## src/rtl/latch_wr_pkg.sv

```systemverilog
// Shared types and elaboration helpers for the latch write driver.
// The optional LATCH_WRITE_READBACK_EN build adds a readback check in the top.
package latch_wr_pkg;

  typedef enum logic [1:0] {
    IDLE  = 2'd0,
    SETUP = 2'd1,
    OPEN  = 2'd2,
    HOLD  = 2'd3
  } wr_state_e;

  // Phase counter holds (longest phase - 1); the floor of 1 keeps the width >= 1.
  function automatic int phase_cnt_w(input int setup_cyc, input int open_cyc,
                                     input int hold_cyc);
    int longest;
    longest = 1;
    if (setup_cyc > longest) longest = setup_cyc;
    if (open_cyc > longest) longest = open_cyc;
    if (hold_cyc > longest) longest = hold_cyc;
    return $clog2(longest + 1);
  endfunction

  function automatic bit params_legal(input int width, input int setup_cyc,
                                      input int open_cyc, input int hold_cyc,
                                      input int cnt_w);
    return (width >= 1) && (setup_cyc >= 0) && (open_cyc >= 1) &&
           (hold_cyc >= 0) && (cnt_w >= 1);
  endfunction

endpackage

```

## src/rtl/latch_wr_phase_timer.sv

```systemverilog
// Loadable down-counter shared by the SETUP, OPEN and HOLD phases.
// last is high in the final cycle of the phase that was loaded.
module latch_wr_phase_timer #(
  parameter int W = 2
) (
  input  logic         clk,
  input  logic         rst,
  input  logic         load,
  input  logic [W-1:0] load_val,
  output logic         last
);

  logic [W-1:0] cnt;

  always_ff @(posedge clk) begin
    if (rst) begin
      cnt <= '0;
    end else if (load) begin
      cnt <= load_val;
    end else if (cnt != '0) begin
      cnt <= cnt - W'(1);
    end
  end

  assign last = (cnt == '0);

endmodule

```

## src/rtl/latch_write_driver.sv

```systemverilog
// Drives D and G of a downstream transparent latch through setup/open/hold windows.
// Define LATCH_WRITE_READBACK_EN to add i_q/o_err sticky readback checking.
module latch_write_driver #(
  parameter int WIDTH     = 8,
  parameter int SETUP_CYC = 1,
  parameter int OPEN_CYC  = 2,
  parameter int HOLD_CYC  = 1,
  parameter int CNT_W     = 8
) (
  input  logic             i_clk,
  input  logic             i_rst,
  input  logic             i_valid,
  output logic             o_ready,
  input  logic [WIDTH-1:0] i_data,
  output logic [WIDTH-1:0] o_d,
  output logic             o_en,
  output logic             o_busy,
  output logic             o_done,
  output logic [CNT_W-1:0] o_wr_cnt
`ifdef LATCH_WRITE_READBACK_EN
  ,
  input  logic [WIDTH-1:0] i_q,
  output logic             o_err
`endif
);

  import latch_wr_pkg::*;

  localparam int CW       = phase_cnt_w(SETUP_CYC, OPEN_CYC, HOLD_CYC);
  localparam int SETUP_LD = (SETUP_CYC > 0) ? SETUP_CYC - 1 : 0;
  localparam int OPEN_LD  = (OPEN_CYC > 0) ? OPEN_CYC - 1 : 0;
  localparam int HOLD_LD  = (HOLD_CYC > 0) ? HOLD_CYC - 1 : 0;

  generate
    if (!params_legal(WIDTH, SETUP_CYC, OPEN_CYC, HOLD_CYC, CNT_W)) begin : g_bad_params
      $error("latch_write_driver: illegal parameters (OPEN_CYC must be >= 1)");
    end
  endgenerate

  // Handshake: a word transfers on a rising edge where i_valid && o_ready;
  // o_ready is a flop that is high only in IDLE, so nothing is buffered.
  wr_state_e     state;
  wr_state_e     state_next;
  logic          accept;
  logic          phase_last;
  logic          load;
  logic [CW-1:0] load_val;
  logic          en_next;
  logic          ready_next;
  logic          done_next;

  assign accept = i_valid && o_ready;
  assign o_busy = (state != IDLE);

  latch_wr_phase_timer #(
    .W(CW)
  ) u_timer (
    .clk     (i_clk),
    .rst     (i_rst),
    .load    (load),
    .load_val(load_val),
    .last    (phase_last)
  );

  always_ff @(posedge i_clk) begin
    if (i_rst) begin
      state <= IDLE;
    end else begin
      state <= state_next;
    end
  end

  always_comb begin
    state_next = state;
    case (state)
      IDLE: begin
        if (accept) state_next = (SETUP_CYC == 0) ? OPEN : SETUP;
      end
      SETUP: begin
        if (phase_last) state_next = OPEN;
      end
      OPEN: begin
        if (phase_last) state_next = (HOLD_CYC == 0) ? IDLE : HOLD;
      end
      HOLD: begin
        if (phase_last) state_next = IDLE;
      end
      default: state_next = IDLE;
    endcase
  end

  // Every phase change reloads the timer with that phase's length minus one.
  always_comb begin
    load     = (state_next != state);
    load_val = '0;
    case (state_next)
      SETUP:   load_val = CW'(SETUP_LD);
      OPEN:    load_val = CW'(OPEN_LD);
      HOLD:    load_val = CW'(HOLD_LD);
      default: load_val = '0;
    endcase
    en_next    = (state_next == OPEN);
    ready_next = (state_next == IDLE);
    done_next  = (state != IDLE) && (state_next == IDLE);
  end

  always_ff @(posedge i_clk) begin
    if (i_rst) begin
      o_d      <= '0;
      o_en     <= 1'b0;
      o_ready  <= 1'b0;
      o_done   <= 1'b0;
      o_wr_cnt <= '0;
    end else begin
      if (accept) o_d <= i_data;
      o_en    <= en_next;
      o_ready <= ready_next;
      o_done  <= done_next;
      if (done_next) o_wr_cnt <= o_wr_cnt + CNT_W'(1);
    end
  end

`ifdef LATCH_WRITE_READBACK_EN
  // done_next marks the last OPEN/HOLD cycle, when the latch must hold o_d.
  always_ff @(posedge i_clk) begin
    if (i_rst) begin
      o_err <= 1'b0;
    end else if (done_next && (i_q != o_d)) begin
      o_err <= 1'b1;
    end
  end
`endif

endmodule

```

## config.mk

```make
export PLATFORM = sky130hd
export DESIGN_NAME = latch_write_driver
export DESIGN_NICKNAME = d
export VERILOG_FILES = /design/src/rtl/latch_wr_pkg.sv /design/src/rtl/latch_wr_phase_timer.sv /design/src/rtl/latch_write_driver.sv
export SDC_FILE = /design/constraint.sdc
export NUM_CORES = 1
export LEC_CHECK = 0
export CELL_PAD_IN_SITES_DETAIL_PLACEMENT = 0
export CELL_PAD_IN_SITES_GLOBAL_PLACEMENT = 1
export CORE_MARGIN = 8
export CORE_UTILIZATION = 32
export DETAILED_ROUTE_END_ITERATION = 16
export PLACE_DENSITY = 0.86
export SYNTH_ARGS = -nofsm -noshare
export SYNTH_HDL_FRONTEND = slang
export SYNTH_SLANG_ARGS = --single-unit
```

## constraint.sdc

```tcl
create_clock -name i_clk -period 1.85 [get_ports i_clk]
set_input_delay 0.2775 -clock i_clk [delete_from_list [all_inputs] [get_ports i_clk]]
set_output_delay 0.2775 -clock i_clk [all_outputs]
set_load 0.005 [all_outputs]
```

==> results.cfg <==
[grt]
use_met2 = 0.1493
largest_net_degree_at_the_start_of_global_routing = 24
antenna_found_initial = 0
top_usage_layer = met2
gr-usage-met1 = 0.1044
grt_use_total = 0.09444
wire_length_of_the_first_global_routing_pass_mm = 3.933
congestion_overflow_gr = 0
met3_track_utilization_from_global_routing = 0.06780
via_count_of_the_first_global_routing_pass = 866

[clocking]
cts_inserted_buffers = 3
ctsRootBufferMaster = sky130_fd_sc_hd__clkbuf_4
clock_sinks = 23
insertion_delay_ns = 0.31
clk_pin_slew_ns = 0.13
cts_tree = done
htreeDepth = 1
max-clock-path-buffers = 2

[finish]
area_delta_synth_final_pct = 36.03
postLayoutCellArea_um2 = 1304
antenna_cells = 0
finish.utilization = 0.4415
finish.net_count = 155
final_layout_size_suffix_gt1_frac = 0.07801

[worst_setup_path]
critical-path-max-stage-delay_ns = 0.51
cp-start-kind = flip-flop
crit_path_cell_trace = nor2_2, inv_1, clkdlybuf4s50_1
critical_path.slowest_cell = sky130_fd_sc_hd__clkdlybuf4s50_1
timing.critical_path.fanout_max = 10
end_kind = output pin
worst_r2r_path_depth = 5
critical_path_required_ns = 1.57
crit_type = reg2out
cp_top_family = buffers and inverters
worstSetupPathDepth = 3
timing.critical_path.buf_inv = 2
worst-endpoint-arrival_ns = 1.43

[sta]
final-setup-viol-count = 0
fmax_mhz = 584.9
period_needed_ns = 1.710
relative_max_transition_margin = 0.7376
drv_slew = 0
worst_pin_slew_ns = 0.3927
clock-skew-final_ns = 0.007519
timing.final.crit_share = 0.9241
rsz_0062_raised_after_global_routing = no
totalNegativeSetupSlack_ns = 0
final-hold-violation-count = 0

[floorplan]
ioPinCount = 31
start_util = 0.3246
die-area_um2 = 5002
die-height_um = 70.73
core.rowCount = 20
floorplan.die.width_um = 70.73
core_area_um2 = 2953

[placed_design]
placement.cell_area_um2 = 1269
place.gp.congestion = 0.7133
place.detailed.hpwl_mm = 1.671
buffer_ports.inserted = 30

[power_and_ir_drop]
power.static_leakage_nw = 0.4571
cellPowerDensity_nw_per_um2 = 1078
ir_worst_vdd_mv = 0.6159
total_power_mw = 1.405

[yosys]
synth_warnings = 0
synth_nets = 126
postSynth.topFlopCell = sky130_fd_sc_hd__dfxtp_1
yosys.area.top_type_share = 0.4804
yosys-top-cells-count = 23 x sky130_fd_sc_hd__dfxtp_1, 21 x sky130_fd_sc_hd__nand2_1, 16 x sky130_fd_sc_hd__a21oi_1
synth.most_common_cell = sky130_fd_sc_hd__dfxtp_1
postSynth.asyncResetShare = 0
synth-seq-cells = 23
post_synthesis_mean_instance_area_um2 = 8.482
synth.top_cells.by_area = sky130_fd_sc_hd__dfxtp_1 48%, sky130_fd_sc_hd__a21oi_1 8.4%, sky130_fd_sc_hd__nand2_1 8.2%
synthCells = 113
ys_types = 28
synthesis.area_um2 = 958.4
synth_edf_count = 0
yosys.area.top_type = sky130_fd_sc_hd__dfxtp_1
synth_sequential_area_ratio = 0.4804

[drt]
totalWireLength_mm = 2.248
detailedRoute.firstPassIterationCount = 4
drtIter0Drc = 53
number_of_vias_per_cell = 5.029
detail_route.wl_per_cell_um = 12.92
post-route-drc-count = 0
route.vias.total = 875
drtAntennaViolNets = 0

[min_path]
hold_path_class = reg2reg
hold_path_depth = 2

[outcome]
run_status = finished, final reports clean

[flow_run]
cap_viol_max_count = 0
==> timing repair <==
| action | CTS | global route |
|---|---|---|
| buffers inserted | 0 | 0 |
| endpoints found under the setup margin | 1 | 1 |
| gates cloned | 0 | 0 |
| gates resized for setup | 2 | 1 |
| hold buffers | 0 | 0 |
==> per-stage QoR <==
stage	setup slack (ns)	hold WS [ns]	std cells
6_report	0.1404	0.4655	174
3_5_place_dp	0.1936	0.4500	170
5_1_grt	0.003541	0.4795	174
2_1_floorplan	0.4547	0.3466	113
3_3_place_gp	0.2691	0.4414	170
4_1_cts	0.05909	0.4686	174
==> final timing paths <==
| path | from | end | slack (ns) |
|---|---|---|---|
| max | state[1] | o_busy | 0.14 |
| min | o_d[7] | o_d[7] | 0.47 |
| max reg2reg | u_timer.cnt[0] | o_wr_cnt[6] | 0.14 |
| min reg2reg | o_d[7] | o_d[7] | 0.47 |
==> cells in the final DEF (no fill, tap or decap), types with 2 or more instances in the layout <==
cell                              Yosys  routed
sky130_fd_sc_hd__a21oi_1             16      16
sky130_fd_sc_hd__nand4_1              3       3
sky130_fd_sc_hd__clkdlybuf4s50_1      0      30
sky130_fd_sc_hd__dfxtp_2              0       2
sky130_fd_sc_hd__clkbuf_4             0       3
sky130_fd_sc_hd__nor2_1               7       6
sky130_fd_sc_hd__o31ai_1              3       3
sky130_fd_sc_hd__or4_1                3       3
sky130_fd_sc_hd__nand3_1              3       3
sky130_fd_sc_hd__inv_1                5       5
sky130_fd_sc_hd__or3_1                2       2
sky130_fd_sc_hd__ha_1                 2       2
sky130_fd_sc_hd__dfxtp_1             23      21
sky130_fd_sc_hd__o21ai_0              4       4
sky130_fd_sc_hd__xor2_1               3       3
sky130_fd_sc_hd__nand2_1             21      21
==> registers in the layout, indices dropped and copies added, names as in the netlist <==
name / cells
o_d: 8
o_done: 1
o_en: 1
o_ready: 1
o_wr_cnt: 8
state: 2
u_timer.cnt: 2
==> area by class of cell <==
cell class / instances / area, um2
Fill cell: 303 / 1649
Sequential cell: 23 / 462.9
Multi-Input combinational cell: 78 / 442.9
Timing Repair Buffer: 31 / 307.8
Tap cell: 33 / 41.29
Clock buffer: 3 / 22.52
Inverter: 5 / 18.77
Clock inverter: 1 / 7.507
==> worst min-delay path, stage by stage (launching register included) <==
cell and delay [ns]:
sky130_fd_sc_hd__dfxtp_1 0.33, sky130_fd_sc_hd__nand2_1 0.05, sky130_fd_sc_hd__a21oi_1 0.05
==> cell families (layout without fill, tap and decap cells) <==
logic type,after synthesis,in the layout,synth area share
multiplexers,1,1,0.01044
AND/OR/NAND/NOR,44,44,0.2246
AO/OA/AOI/OAI,28,28,0.1710
buffers and inverters,12,40,0.06005
flip-flops,23,23,0.4804
adder cells (fa/ha/maj),2,2,0.02611
XOR/XNOR,3,3,0.02742
==> layer usage <==
layer  vias up  wire (um)
li1        449          -
met1       396        985
met2        30        968
met3         0        295
met4         0          0
met5         -          0
==> power by group <==
part | switching [mW] | internal, mW
Clock | 0.152 | 0.0826
Combinational | 0.245 | 0.253
Sequential | 0.0879 | 0.584
Power figures use the tool's default switching activity.
